--- src/rtl/sent_tx_channel_pkg.sv ---
// Shared SENT transmit constants, CRC4 lookup, FSM and config types.
package sent_pkg;

  localparam int SYNC_TICKS        = 56;
  localparam int NIBBLE_BASE_TICKS = 12;
  localparam int MIN_LTICK         = 4;
  localparam int MIN_PAUSE_TICKS   = 12;
  localparam int MAX_FRAME_TICKS   = 272;

  localparam logic [3:0] CRC_SEED = 4'h5;

  // Entry 0 in the low nibble: {T[15], ..., T[0]}
  localparam logic [63:0] CRC4_TABLE = {4'd5, 4'd8, 4'd2, 4'd15, 4'd11, 4'd6, 4'd12, 4'd1,
                                        4'd4, 4'd9, 4'd3, 4'd14, 4'd10, 4'd7, 4'd13, 4'd0};

  typedef enum logic [2:0] {
    ST_IDLE,
    ST_SYNC,
    ST_STATUS,
    ST_DATA,
    ST_CRC,
    ST_PAUSE
  } state_e;

  typedef enum logic [1:0] {
    PAUSE_NONE     = 2'd0,
    PAUSE_FIXED    = 2'd1,
    PAUSE_ADAPTIVE = 2'd2,
    PAUSE_NONE_ALT = 2'd3
  } pause_mode_e;

  typedef struct packed {
    logic [7:0]  ctick;
    logic [7:0]  ltick;
    pause_mode_e pause_mode;
    logic [15:0] pause_len;
    logic        crc_mode;
    logic [3:0]  status;
    logic [2:0]  data_len;
    logic [23:0] data;
  } sent_cfg_t;

  function automatic logic [3:0] crc4_lut(input logic [3:0] idx);
    return CRC4_TABLE[{idx, 2'b00} +: 4];
  endfunction

  // Nibble i of the payload, n1 (i=0) in the top bits.
  function automatic logic [3:0] nibble_at(input logic [23:0] d, input logic [2:0] i);
    case (i)
      3'd0:    return d[23:20];
      3'd1:    return d[19:16];
      3'd2:    return d[15:12];
      3'd3:    return d[11:8];
      3'd4:    return d[7:4];
      3'd5:    return d[3:0];
      default: return 4'h0;
    endcase
  endfunction

endpackage

--- src/rtl/sent_tx_channel_if.sv ---
// Broadcast configuration bus from the SENT parameter-config stage to each channel.
interface sent_tx_channel_if;
  logic        sent_config_vld;
  logic [7:0]  sent_config_channel;
  logic [7:0]  sent_ctick_len;
  logic [7:0]  sent_ltick_len;
  logic [1:0]  sent_pause_mode;
  logic [15:0] sent_pause_len;
  logic        sent_crc_mode;
  logic [3:0]  sent_status_nibble;
  logic [2:0]  sent_data_len;
  logic [23:0] sent_data_nibble;

  modport master (
    output sent_config_vld, sent_config_channel, sent_ctick_len, sent_ltick_len,
           sent_pause_mode, sent_pause_len, sent_crc_mode, sent_status_nibble,
           sent_data_len, sent_data_nibble
  );

  modport slave (
    input sent_config_vld, sent_config_channel, sent_ctick_len, sent_ltick_len,
          sent_pause_mode, sent_pause_len, sent_crc_mode, sent_status_nibble,
          sent_data_len, sent_data_nibble
  );
endinterface

--- src/rtl/sent_tx_channel_crc4.sv ---
// Sequential SENT CRC4 engine: seed on start, one table step per nibble, optional zero augment.
module sent_crc4
  import sent_pkg::*;
(
  input  logic       clk,
  input  logic       rst,
  input  logic       start,
  input  logic       nibble_vld,
  input  logic [3:0] nibble,
  input  logic       crc_final,
  output logic [3:0] crc_out
);

  logic [3:0] crc_q, crc_d;

  always_comb begin
    crc_d = crc_q;
    if (start) begin
      crc_d = CRC_SEED;
    end else if (nibble_vld) begin
      crc_d = crc4_lut(crc_q) ^ nibble;
    end else if (crc_final) begin
      crc_d = crc4_lut(crc_q);
    end
  end

  always_ff @(posedge clk) begin
    if (rst) begin
      crc_q <= CRC_SEED;
    end else begin
      crc_q <= crc_d;
    end
  end

  assign crc_out = crc_q;

endmodule

--- src/rtl/sent_tx_channel.sv ---
// One SENT (J2716) transmit channel: config capture, tick timing, frame FSM, CRC and pause.
// Optional build macro SENT_TX_FRAME_CNT_EN adds a 16-bit frame counter output.
module sent_tx_channel
  import sent_pkg::*;
#(
  parameter int unsigned CHANNEL_ID = 0,
  parameter int unsigned CLK_FREQ   = 100000000
) (
  input  logic               clk,
  input  logic               rst,
  sent_tx_channel_if.slave   cfg,
  output logic               sent_out,
  output logic               sent_busy,
  output logic               sent_frame_done
`ifdef SENT_TX_FRAME_CNT_EN
  ,
  output logic [15:0]        sent_frame_cnt
`endif
);

  localparam int unsigned CLKS_PER_US = CLK_FREQ / 1000000;

  state_e      state_q, state_d;
  sent_cfg_t   pend_q, pend_d, act_q, act_d;
  logic        pend_vld_q, pend_vld_d;
  logic        armed_q, armed_d;
  logic [16:0] clk_cnt_q, clk_cnt_d;
  logic [16:0] tcnt_q, tcnt_d;
  logic [2:0]  idx_q, idx_d;

  logic        cfg_match, apply, go_next, pause_en;
  logic        tick, pulse_end, frame_done;
  logic [16:0] tick_clks, pulse_ticks, frame_ticks, pause_raw, pause_ticks;
  logic [3:0]  cur_nib, crc_out;
  logic        crc_start, crc_nvld, crc_fin;

  function automatic sent_cfg_t sanitize(input sent_cfg_t c);
    sent_cfg_t s;
    s = c;
    if (c.ltick < 8'(MIN_LTICK)) s.ltick = 8'(MIN_LTICK);
    if (c.data_len == 3'd0) s.data_len = 3'd1;
    else if (c.data_len > 3'd6) s.data_len = 3'd6;
    return s;
  endfunction

  assign cfg_match = cfg.sent_config_vld && (cfg.sent_config_channel == 8'(CHANNEL_ID));

  always_comb begin
    pend_d     = pend_q;
    pend_vld_d = pend_vld_q;
    if (apply) pend_vld_d = 1'b0;
    if (cfg_match) begin
      pend_vld_d          = 1'b1;
      pend_d.ctick        = cfg.sent_ctick_len;
      pend_d.ltick        = cfg.sent_ltick_len;
      pend_d.pause_mode   = pause_mode_e'(cfg.sent_pause_mode);
      pend_d.pause_len    = cfg.sent_pause_len;
      pend_d.crc_mode     = cfg.sent_crc_mode;
      pend_d.status       = cfg.sent_status_nibble;
      pend_d.data_len     = cfg.sent_data_len;
      pend_d.data         = cfg.sent_data_nibble;
    end
  end

  // Pending config only lands between frames, so a frame never changes shape mid-flight.
  assign apply   = pend_vld_q && ((state_q == ST_IDLE) || frame_done);
  assign go_next = apply ? (pend_q.ctick != 8'd0) : armed_q;
  assign act_d   = apply ? sanitize(pend_q) : act_q;
  assign armed_d = apply ? (pend_q.ctick != 8'd0) : armed_q;

  assign tick_clks = 17'(act_q.ctick * CLKS_PER_US);
  assign cur_nib   = nibble_at(act_q.data, idx_q);
  assign pause_en  = (act_q.pause_mode == PAUSE_FIXED) || (act_q.pause_mode == PAUSE_ADAPTIVE);

  always_comb begin
    frame_ticks = 17'(SYNC_TICKS) + 17'(NIBBLE_BASE_TICKS) * (17'(act_q.data_len) + 17'd2)
                + 17'(act_q.status) + 17'(crc_out);
    for (int i = 0; i < 6; i++) begin
      if (i < int'(act_q.data_len)) frame_ticks = frame_ticks + 17'(nibble_at(act_q.data, 3'(i)));
    end
    case (act_q.pause_mode)
      PAUSE_FIXED:    pause_raw = 17'(act_q.pause_len);
      PAUSE_ADAPTIVE: pause_raw = 17'(MAX_FRAME_TICKS) + 17'(act_q.pause_len) - frame_ticks;
      default:        pause_raw = '0;
    endcase
    pause_ticks = (pause_raw < 17'(MIN_PAUSE_TICKS)) ? 17'(MIN_PAUSE_TICKS) : pause_raw;
  end

  always_comb begin
    case (state_q)
      ST_SYNC:   pulse_ticks = 17'(SYNC_TICKS);
      ST_STATUS: pulse_ticks = 17'(NIBBLE_BASE_TICKS) + 17'(act_q.status);
      ST_DATA:   pulse_ticks = 17'(NIBBLE_BASE_TICKS) + 17'(cur_nib);
      ST_CRC:    pulse_ticks = 17'(NIBBLE_BASE_TICKS) + 17'(crc_out);
      ST_PAUSE:  pulse_ticks = pause_ticks;
      default:   pulse_ticks = 17'd1;
    endcase
  end

  assign tick       = (state_q != ST_IDLE) && (clk_cnt_q == tick_clks - 17'd1);
  assign pulse_end  = tick && (tcnt_q == pulse_ticks - 17'd1);
  assign frame_done = pulse_end && ((state_q == ST_PAUSE) || ((state_q == ST_CRC) && !pause_en));

  // CRC runs on tick strobes during SYNC; 56 ticks leaves ample room for 6 nibbles plus augment.
  assign crc_start = tick && (state_q == ST_SYNC) && (tcnt_q == 17'd0);
  assign crc_nvld  = tick && (state_q == ST_SYNC) && (tcnt_q >= 17'd1)
                   && (tcnt_q <= 17'(act_q.data_len));
  assign crc_fin   = tick && (state_q == ST_SYNC) && act_q.crc_mode
                   && (tcnt_q == 17'(act_q.data_len) + 17'd1);

  sent_crc4 u_crc (
    .clk        (clk),
    .rst        (rst),
    .start      (crc_start),
    .nibble_vld (crc_nvld),
    .nibble     (nibble_at(act_q.data, 3'(tcnt_q - 17'd1))),
    .crc_final  (crc_fin),
    .crc_out    (crc_out)
  );

  always_comb begin
    state_d   = state_q;
    clk_cnt_d = clk_cnt_q;
    tcnt_d    = tcnt_q;
    idx_d     = idx_q;
    if (state_q == ST_IDLE) begin
      clk_cnt_d = '0;
      tcnt_d    = '0;
      idx_d     = '0;
      if (go_next) state_d = ST_SYNC;
    end else begin
      clk_cnt_d = tick ? 17'd0 : clk_cnt_q + 17'd1;
      if (tick) tcnt_d = pulse_end ? 17'd0 : tcnt_q + 17'd1;
      if (pulse_end) begin
        case (state_q)
          ST_SYNC:   state_d = ST_STATUS;
          ST_STATUS: begin
            state_d = ST_DATA;
            idx_d   = '0;
          end
          ST_DATA: begin
            if (idx_q == act_q.data_len - 3'd1) state_d = ST_CRC;
            else idx_d = idx_q + 3'd1;
          end
          ST_CRC:    state_d = pause_en ? ST_PAUSE : (go_next ? ST_SYNC : ST_IDLE);
          ST_PAUSE:  state_d = go_next ? ST_SYNC : ST_IDLE;
          default:   state_d = ST_IDLE;
        endcase
      end
    end
  end

  always_ff @(posedge clk) begin
    if (rst) begin
      state_q    <= ST_IDLE;
      pend_q     <= '0;
      pend_vld_q <= 1'b0;
      act_q      <= '0;
      armed_q    <= 1'b0;
      clk_cnt_q  <= '0;
      tcnt_q     <= '0;
      idx_q      <= '0;
    end else begin
      state_q    <= state_d;
      pend_q     <= pend_d;
      pend_vld_q <= pend_vld_d;
      act_q      <= act_d;
      armed_q    <= armed_d;
      clk_cnt_q  <= clk_cnt_d;
      tcnt_q     <= tcnt_d;
      idx_q      <= idx_d;
    end
  end

  // Low phase is the first ltick ticks of every pulse; ltick >= pulse length keeps it low throughout.
  assign sent_out        = !((state_q != ST_IDLE) && (tcnt_q < 17'(act_q.ltick)));
  assign sent_busy       = (state_q != ST_IDLE);
  assign sent_frame_done = frame_done;

`ifdef SENT_TX_FRAME_CNT_EN
  logic [15:0] frame_cnt_q, frame_cnt_d;

  assign frame_cnt_d = frame_done ? frame_cnt_q + 16'd1 : frame_cnt_q;

  always_ff @(posedge clk) begin
    if (rst) begin
      frame_cnt_q <= '0;
    end else begin
      frame_cnt_q <= frame_cnt_d;
    end
  end

  assign sent_frame_cnt = frame_cnt_q;
`endif

endmodule

--- src/flat_wrapper.sv ---
// flat-port wrapper written by rule: the top's interface ports become plain ports
module sent_tx_channel_flat import sent_pkg::*;
#(
  parameter int unsigned CHANNEL_ID = 0,
  parameter int unsigned CLK_FREQ   = 100000000
)
  (clk, rst, sent_out, sent_busy, sent_frame_done, cfg_sent_config_vld, cfg_sent_config_channel, cfg_sent_ctick_len, cfg_sent_ltick_len, cfg_sent_pause_mode, cfg_sent_pause_len, cfg_sent_crc_mode, cfg_sent_status_nibble, cfg_sent_data_len, cfg_sent_data_nibble);
  sent_tx_channel_if cfg_i ();
  input  logic clk;
  input  logic rst;
  output logic sent_out;
  output logic sent_busy;
  output logic sent_frame_done;
  input wire logic [$bits(cfg_i.sent_config_vld)-1:0] cfg_sent_config_vld;
  input wire logic [$bits(cfg_i.sent_config_channel)-1:0] cfg_sent_config_channel;
  input wire logic [$bits(cfg_i.sent_ctick_len)-1:0] cfg_sent_ctick_len;
  input wire logic [$bits(cfg_i.sent_ltick_len)-1:0] cfg_sent_ltick_len;
  input wire logic [$bits(cfg_i.sent_pause_mode)-1:0] cfg_sent_pause_mode;
  input wire logic [$bits(cfg_i.sent_pause_len)-1:0] cfg_sent_pause_len;
  input wire logic [$bits(cfg_i.sent_crc_mode)-1:0] cfg_sent_crc_mode;
  input wire logic [$bits(cfg_i.sent_status_nibble)-1:0] cfg_sent_status_nibble;
  input wire logic [$bits(cfg_i.sent_data_len)-1:0] cfg_sent_data_len;
  input wire logic [$bits(cfg_i.sent_data_nibble)-1:0] cfg_sent_data_nibble;
  assign cfg_i.sent_config_vld = cfg_sent_config_vld;
  assign cfg_i.sent_config_channel = cfg_sent_config_channel;
  assign cfg_i.sent_ctick_len = cfg_sent_ctick_len;
  assign cfg_i.sent_ltick_len = cfg_sent_ltick_len;
  assign cfg_i.sent_pause_mode = cfg_sent_pause_mode;
  assign cfg_i.sent_pause_len = cfg_sent_pause_len;
  assign cfg_i.sent_crc_mode = cfg_sent_crc_mode;
  assign cfg_i.sent_status_nibble = cfg_sent_status_nibble;
  assign cfg_i.sent_data_len = cfg_sent_data_len;
  assign cfg_i.sent_data_nibble = cfg_sent_data_nibble;
  sent_tx_channel #(.CHANNEL_ID(CHANNEL_ID), .CLK_FREQ(CLK_FREQ)) u_core (.clk(clk), .rst(rst), .cfg(cfg_i), .sent_out(sent_out), .sent_busy(sent_busy), .sent_frame_done(sent_frame_done));
endmodule
--- config.mk ---
export PLATFORM = sky130hd
export DESIGN_NAME = sent_tx_channel_flat
export DESIGN_NICKNAME = d
export VERILOG_FILES = /design/src/rtl/sent_tx_channel_pkg.sv /design/src/rtl/sent_tx_channel_if.sv /design/src/rtl/sent_tx_channel_crc4.sv /design/src/rtl/sent_tx_channel.sv /design/src/flat_wrapper.sv
export SDC_FILE = /design/constraint.sdc
export NUM_CORES = 1
export LEC_CHECK = 0
export BUFFER_PORTS_ARGS = -buffer_cell sky130_fd_sc_hd__buf_4
export CAP_MARGIN = 20
export CELL_PAD_IN_SITES_DETAIL_PLACEMENT = 0
export CELL_PAD_IN_SITES_GLOBAL_PLACEMENT = 1
export CORE_MARGIN = 8
export CORE_UTILIZATION = 45
export CTS_CLUSTER_DIAMETER = 120
export DETAILED_ROUTE_END_ITERATION = 16
export GPL_TIMING_DRIVEN = 1
export HOLD_SLACK_MARGIN = 0.1
export PLACE_DENSITY = 0.85
export RECOVER_POWER = 50
export SLEW_MARGIN = 15
export SYNTH_ARGS = -nofsm -noshare
export SYNTH_HDL_FRONTEND = slang
export SYNTH_HIERARCHICAL = 1
export SYNTH_SLANG_ARGS = --single-unit
--- constraint.sdc ---
create_clock -name clk -period 15.33 [get_ports clk]
set_input_delay 2.2995 -clock clk [delete_from_list [all_inputs] [get_ports clk]]
set_output_delay 2.2995 -clock clk [all_outputs]
set_load 0.02 [all_outputs]
==> impl_metrics.json, run 1 <==
{
  "status": "finished, violations left",
  "failed_checks": "max-capacitance violations, max-slew violations",
  "crit_required_ns": 13.03,
  "finalWirelength_um": 37600,
  "clockPowerShare_pct": 48.0,
  "ant_nets": 0,
  "fillers": 2935,
  "grt_pass1_wl_um": 60900,
  "multi_input_area_sq_mm": 0.00973,
  "wire_per_inst_um": 17.2,
  "fin_crit_ns": 14.91,
  "synth_cell_types": 104,
  "cts_root_buf": "clkbuf_16",
  "fin_hold_ws_ns": 0.456,
  "cp-end-kind": "primary output",
  "synth-edff-count": 0,
  "power_switching_share_pct": 23.4,
  "cts_hold_buf": 0,
  "antenna_found_initial": 0,
  "arrival_ns": 12.61,
  "powerDensity_mw_per_mm2": 60.9,
  "grt_overflow": 0,
  "path_max_fanout": 8,
  "gp_congestion": 0.896,
  "initial_utilization_pct": 45.6,
  "reg2reg_depth": 52,
  "syn_inst": 1742,
  "syn_area_per_cell_sq_um": 7.99,
  "synth-seq-cells": 178,
  "die_y_um": 192,
  "io_pins": 80,
  "setup_viol": 0,
  "fp-row-count": 64,
  "rr_endpoint": "u_core/act_q[13]$_SDFFE_PP0N_",
  "peakVddDrop_uv": 88.7,
  "worst_pin_slew_ns": 2.94,
  "cts_buffer_depth": 2,
  "fp.dieArea_sq_mm": 0.0368,
  "antenna_cells": 0,
  "yosysWarnings": 6,
  "drtIter0Drc": 867,
  "port_buffers": 79,
  "numCtsBuffers": 17,
  "grt_max_degree": 78,
  "die_w_um": 192,
  "drc": 0,
  "crit_path_end": "sent_frame_done",
  "comb_power_share_pct": 3.1,
  "track_usage_pct": 20.4,
  "p_switching_uw": 222,
  "rrSetupSlack_ns": 2.01,
  "clk_transition_reported_paths_ns": 0.08,
  "critical_path_class": "register to primary output",
  "routed_via_density": 5.59,
  "yosysSeqAreaShare_pct": 25.6,
  "r2r_start": "u_core/act_q[24]$_SDFFE_PP0N_",
  "htree_num_levels": 4,
  "cp_num_cells": 50,
  "seqPwrFrac_pct": 48.9,
  "hold_viol_final": 0,
  "crit_family": "adder cells",
  "regArea_sq_mm": 0.00357,
  "synth_ff_type": "dfxtp_1",
  "drv_cap": 1,
  "cts_sinks": 178,
  "slew_viol_final": 67,
  "worstSkewPairLatency_ns": 0.45,
  "critPathSlowestCell": "fa_1",
  "core_area_sq_mm": 0.0305,
  "internal-power_uw": 724,
  "skew_ns": 0.0140,
  "layout-drive-gt1-share_pct": 12.1,
  "area_growth_pct": 11.6,
  "dr.pass1.iters": 6,
  "synthArstFlopShare_pct": 0,
  "p_leak_uw": 0.00592,
  "max_freq_mhz": 67.1,
  "syn_area_sq_mm": 0.0139,
  "crit_buf_inv": 4,
  "num_vias": 12240,
  "post-route-period-util_pct": 97.2,
  "final_nets": 2003,
  "cts_tree": "yes",
  "fin_util_pct": 50.9,
  "hpwlAfterDp_um": 28600,
  "crit_path_start_kind": "register",
  "hp-class": "register to register",
  "crit_top_cell": "ha_1",
  "grt_pass1_vias": 11868,
  "relSlewSlack_pct": -96.1,
  "startpoint": "u_core/act_q[24]$_SDFFE_PP0N_",
  "cpPeakStageDelay_ns": 0.60
}
-- per-layer routing --
layer	routed length [um]	vias up	GRT usage [%]
met1	17600	5781	26.6
li1	-	6149	-
met2	17400	256	33.5
met5	0	-	0
met4	801	0	6.48
met3	1840	54	3.94
-- placed cells by master, fill, tap and decap left out, types with 7 or more instances in the layout --
cell,n
a211oi_1,9
a21o_1,17
a21oi_1,142
a21oi_2,8
a22oi_1,13
a31oi_1,11
and2_1,10
and3_1,9
buf_4,91
clkbuf_16,17
dfxtp_1,175
fa_1,13
ha_1,122
inv_1,104
mux2_2,14
mux2i_1,69
nand2_1,219
nand2b_1,25
nand3_1,37
nand4_1,21
nor2_1,179
nor2b_1,29
nor3_1,20
nor4_1,18
o211ai_1,9
o21a_1,9
o21ai_0,51
o21ai_1,7
or2_2,8
or3_1,10
or4_1,9
xnor2_1,75
xor2_1,53
-- per-stage QoR --
stage               cells  total power, uW  setup WS [ns]  TNS, ns  area (sq um)
CTS                  2182              959         0.0179        0         15300
detailed placement   2150              502         0.0263        0         14700
floorplan            1745              484          0.897        0         13900
global placement     2150              502          0.369        0         14700
finish               2188              946          0.422        0         15500
global route         2188              981        -0.0114  -0.0114         15500
-- worst reg2reg max path: cells and delay by family (launching register included) --
kind | cells | cell delay, ns
XOR/XNOR | 5 | 0.67
adder cells (fa/ha/maj) | 13 | 4.06
AND/OR/NAND/NOR | 12 | 2.64
multiplexers | 3 | 0.94
buffers and inverters | 5 | 0.84
AO/OA/AOI/OAI | 14 | 3.70
flip-flops | 1 | 0.35
-- power by group through the flow --
| stage | Combinational (uW) | Clock [uW] | Sequential [uW] |
|---|---|---|---|
| 2_1_floorplan | 11.4 | 0 | 473 |
| 3_3_place_gp | 28.8 | 0 | 473 |
| 3_5_place_dp | 28.9 | 0 | 473 |
| 4_1_cts | 29.1 | 467 | 462 |
| 5_1_grt | 32.1 | 487 | 462 |
| 6_report | 29.4 | 454 | 462 |
-- cell type report --
class | count | share of cell area (%)
clock buffers | 19 | 2.79
repair buffers | 98 | 4.74
multi-input cells | 1377 | 62.6
clock inverters | 13 | 1.08
flip-flops and latches | 178 | 23.0
inverters | 107 | 2.59
well taps | 396 | 3.19
-- registers in the layout, indices dropped and copies added (netlist names) --
| name | flops |
|---|---|
| u_core/u_crc/crc_out | 4 |
| u_core/state_q | 3 |
| u_core/idx_q | 3 |
| u_core/armed_q | 1 |
| u_core/pend_vld_q | 1 |
| u_core/tcnt_q | 17 |
| u_core/act_q | 66 |
| u_core/pend_q | 66 |
| u_core/clk_cnt_q | 17 |
-- kinds of logic after synthesis --
family	count (synthesis)	synth area share, %
compound gates	367	17.6
xor+xnor	130	8.28
fa+ha+maj	151	14.2
buf+inv	190	6.26
flops	178	25.6
mux	84	6.26
other cells	1	0.0269
simple gates	641	21.8
-- synthesized netlist by cell type (22+ instances only) --
library cell    n  area [sq um]
xor2_1         54           473
inv_1         106           398
nor2_1        179           672
dfxtp_1       178          3560
nand2b_1       25           156
nand3_1        39           195
clkbuf_1       58           218
mux2i_1        69           691
xnor2_1        75           657
ha_1          134          1680
a21oi_1       149           746
o21ai_0        55           275
nand2_1       221           830
nor3_1         22           110
nor2b_1        29           181
-- worst min path at each step --
stage | start | to | cells past startpoint
6_report | u_core/pend_q[5]$_SDFFE_PP0P_ | u_core/pend_q[5]$_SDFFE_PP0P_ | 2
5_1_grt | u_core/pend_q[12]$_SDFFE_PP0P_ | u_core/pend_q[12]$_SDFFE_PP0P_ | 2
4_1_cts | u_core/pend_q[17]$_SDFFE_PP0P_ | u_core/pend_q[17]$_SDFFE_PP0P_ | 2
3_5_place_dp | u_core/clk_cnt_q[0]$_SDFF_PP0_ | u_core/clk_cnt_q[0]$_SDFF_PP0_ | 1
3_3_place_gp | u_core/clk_cnt_q[0]$_SDFF_PP0_ | u_core/clk_cnt_q[0]$_SDFF_PP0_ | 1
2_1_floorplan | u_core/clk_cnt_q[0]$_SDFF_PP0_ | u_core/clk_cnt_q[0]$_SDFF_PP0_ | 1
-- what timing repair did --
action | 4_1_cts | 5_1_grt
setup buffers | 0 | 6
endpoints found under the setup margin | 1 | 1
gates resized for setup | 13 | 40
pin swaps | 2 | 19
No activity file was read; power rests on OpenSTA's default activity.
==> run 2, diff against run 1 <==
==> constraint.sdc (replaced) <==
create_clock -name clk -period 15.8 [get_ports clk]
set_input_delay 3.95 -clock clk [delete_from_list [all_inputs] [get_ports clk]]
set_output_delay 3.95 -clock clk [all_outputs]
set_load 0.02 [all_outputs]
==> impl_metrics.json, run 2 (synthesis gave the netlist of run 1 again) <==
{
  "crit_buf_inv": 5,
  "rsz0062_at_grt": "true",
  "hp-class": "register to register",
  "port_buffers": 79,
  "powerDensity_mw_per_mm2": 54.1,
  "core_area_sq_mm": 0.0305,
  "relSlewSlack_pct": -112,
  "hold_depth": 2,
  "antenna_found_initial": 0,
  "post_dp_cell_area_sq_mm": 0.0155,
  "numCtsBuffers": 17,
  "rr_endpoint": "u_core/act_q[62]$_SDFFE_PP0N_",
  "finalSetupTns_ns": -0.0205,
  "cts_sinks": 178,
  "max_freq_mhz": 63.2,
  "die_w_um": 192,
  "routed_via_density": 5.57,
  "r2r_start": "u_core/u_crc/crc_out[2]$_SDFFE_PP1P_",
  "area_growth_pct": 20.7,
  "io_pins": 80,
  "skew_ns": 0.0109,
  "grt_pass1_wl_um": 63500,
  "crit_family": "adder cells",
  "worst_pin_slew_ns": 3.18,
  "peakVddDrop_uv": 96.3,
  "cpPeakStageDelay_ns": 0.55,
  "wl_met2_um": 18700,
  "hpwlAfterDp_um": 29700,
  "track_usage_pct": 21.2,
  "path_max_fanout": 5,
  "ant_nets": 0,
  "cts_tree": "yes",
  "cp-end-kind": "primary output",
  "grt_max_degree": 75,
  "p_total_uw": 910,
  "final_nets": 2130,
  "critPathSlowestCell": "fa_2",
  "cts_buffer_depth": 2,
  "fillers": 2794,
  "final_cell_area_sq_mm": 0.0168,
  "antenna_cells": 0,
  "num_vias": 12893,
  "status": "finished, violations left",
  "wire_per_inst_um": 17.1,
  "grt_overflow": 0,
  "cts_root_buf": "clkbuf_16",
  "p_leak_uw": 0.00658,
  "initial_utilization_pct": 45.6,
  "fin_crit_ns": 15.82,
  "drtIter0Drc": 769,
  "reg_top3": "u_core/act_q x66, u_core/pend_q x66",
  "layout_common_cells": "218 x nand2_1, 216 x buf_4, 176 x nor2_1, 176 x dfxtp_1, 133 x a21oi_1",
  "crit_path_start_kind": "register",
  "fp-row-count": 64,
  "critical_path_class": "register to primary output",
  "crit_required_ns": 11.85,
  "dr_wl_met3_um": 1740,
  "cts_hold_buf": 0,
  "hold_viol_final": 0,
  "post-route-period-util_pct": 100,
  "hold_path_startpoint": "u_core/pend_q[20]$_SDFFE_PP0P_",
  "crit_top_cell": "ha_4",
  "routed.top_layer": "met4",
  "layout_commonest_cell": "nand2_1",
  "finalWirelength_um": 39600,
  "arrival_ns": 11.87,
  "fin_hold_ws_ns": 0.453,
  "drc": 0,
  "htree_num_levels": 4,
  "worstSkewPairLatency_ns": 0.45,
  "stdcell_count": 2314,
  "layout-drive-gt1-share_pct": 19.8,
  "grt_pass1_vias": 12452,
  "dp_cells": 2258,
  "gp_congestion": 0.897,
  "die_y_um": 192,
  "setup_viol": 1,
  "slew_viol_final": 67,
  "dr.pass1.iters": 5,
  "setup_slack_ns": -0.0205,
  "failed_checks": "max-capacitance violations, max-slew violations, negative setup slack",
  "startpoint": "u_core/u_crc/crc_out[2]$_SDFFE_PP1P_",
  "fp.dieArea_sq_mm": 0.0368,
  "rrSetupSlack_ns": 2.87,
  "clk_transition_reported_paths_ns": 0.07,
  "reg2reg_depth": 55,
  "wl_met1_um": 18400,
  "min_to": "u_core/pend_q[20]$_SDFFE_PP0P_",
  "drv_cap": 1
}
## run 2: cell types whose count changed in the layout (fill, tap and decap cells not counted), moves of 5 or more
cell / before / now
buf_4: 91 / 216
a21oi_1: 142 / 133
a21oi_2: 8 / 15
ha_4: 6 / 17
inv_1: 104 / 99
ha_2: 6 / 1
ha_1: 122 / 116
## run 2: worst max-delay path by stage
stage          cells past startpoint         endpoint
2_1_floorplan                     51  sent_frame_done
3_3_place_gp                      50  sent_frame_done
3_5_place_dp                      51  sent_frame_done
4_1_cts                           49  sent_frame_done
5_1_grt                           51  sent_frame_done
6_report                          52  sent_frame_done
## run 2: per-stage QoR
stage / setup WS, ns / util, %
floorplan: 0.0105 / -
global placement: -0.376 / 50.8
detailed placement: -0.613 / 50.8
CTS: 0.0105 / 53.9
global route: -0.481 / 55.1
finish: -0.0205 / 55.1
## run 2: repair_timing
item                                    4_1_cts  5_1_grt
cloned                                        0        0
gates resized for setup                      47       58
pin swaps                                    29       48
endpoints found under the setup margin        1        1
buffers inserted                             14       11
## run 2: power breakdown
group | switching (uW) | internal, uW | total, uW
Sequential | 0.149 | 449 | 449
Clock | 195 | 235 | 430
Combinational | 14.0 | 16.7 | 30.7
Total | 210 | 700 | 910
## run 2: metal layers
layer / GRT usage [%] / vias to the layer above
li1: - / 6402
met1: 27.6 / 6135
met2: 35.5 / 299
met3: 3.16 / 57
met4: 6.78 / 0
met5: 0 / -
## run 2: area by class of cell
type,count,area [sq um],area share [%]
clock buffer,18,429,2.55
clock inverter,13,150,0.893
inverter,107,404,2.40
multi-input combinational,1377,10000,59.8
sequential,178,3570,21.2
tap,396,495,2.95
timing repair buffer,225,1710,10.2
## run 2: worst reg2reg max path, delay by kind of cell (launching register included)
family / cells / cell delay [ns]
flops: 1 / 0.34
buf+inv: 7 / 0.93
simple gates: 9 / 1.98
compound gates: 17 / 3.83
mux: 3 / 0.90
fa+ha+maj: 13 / 3.87
xor+xnor: 6 / 0.95
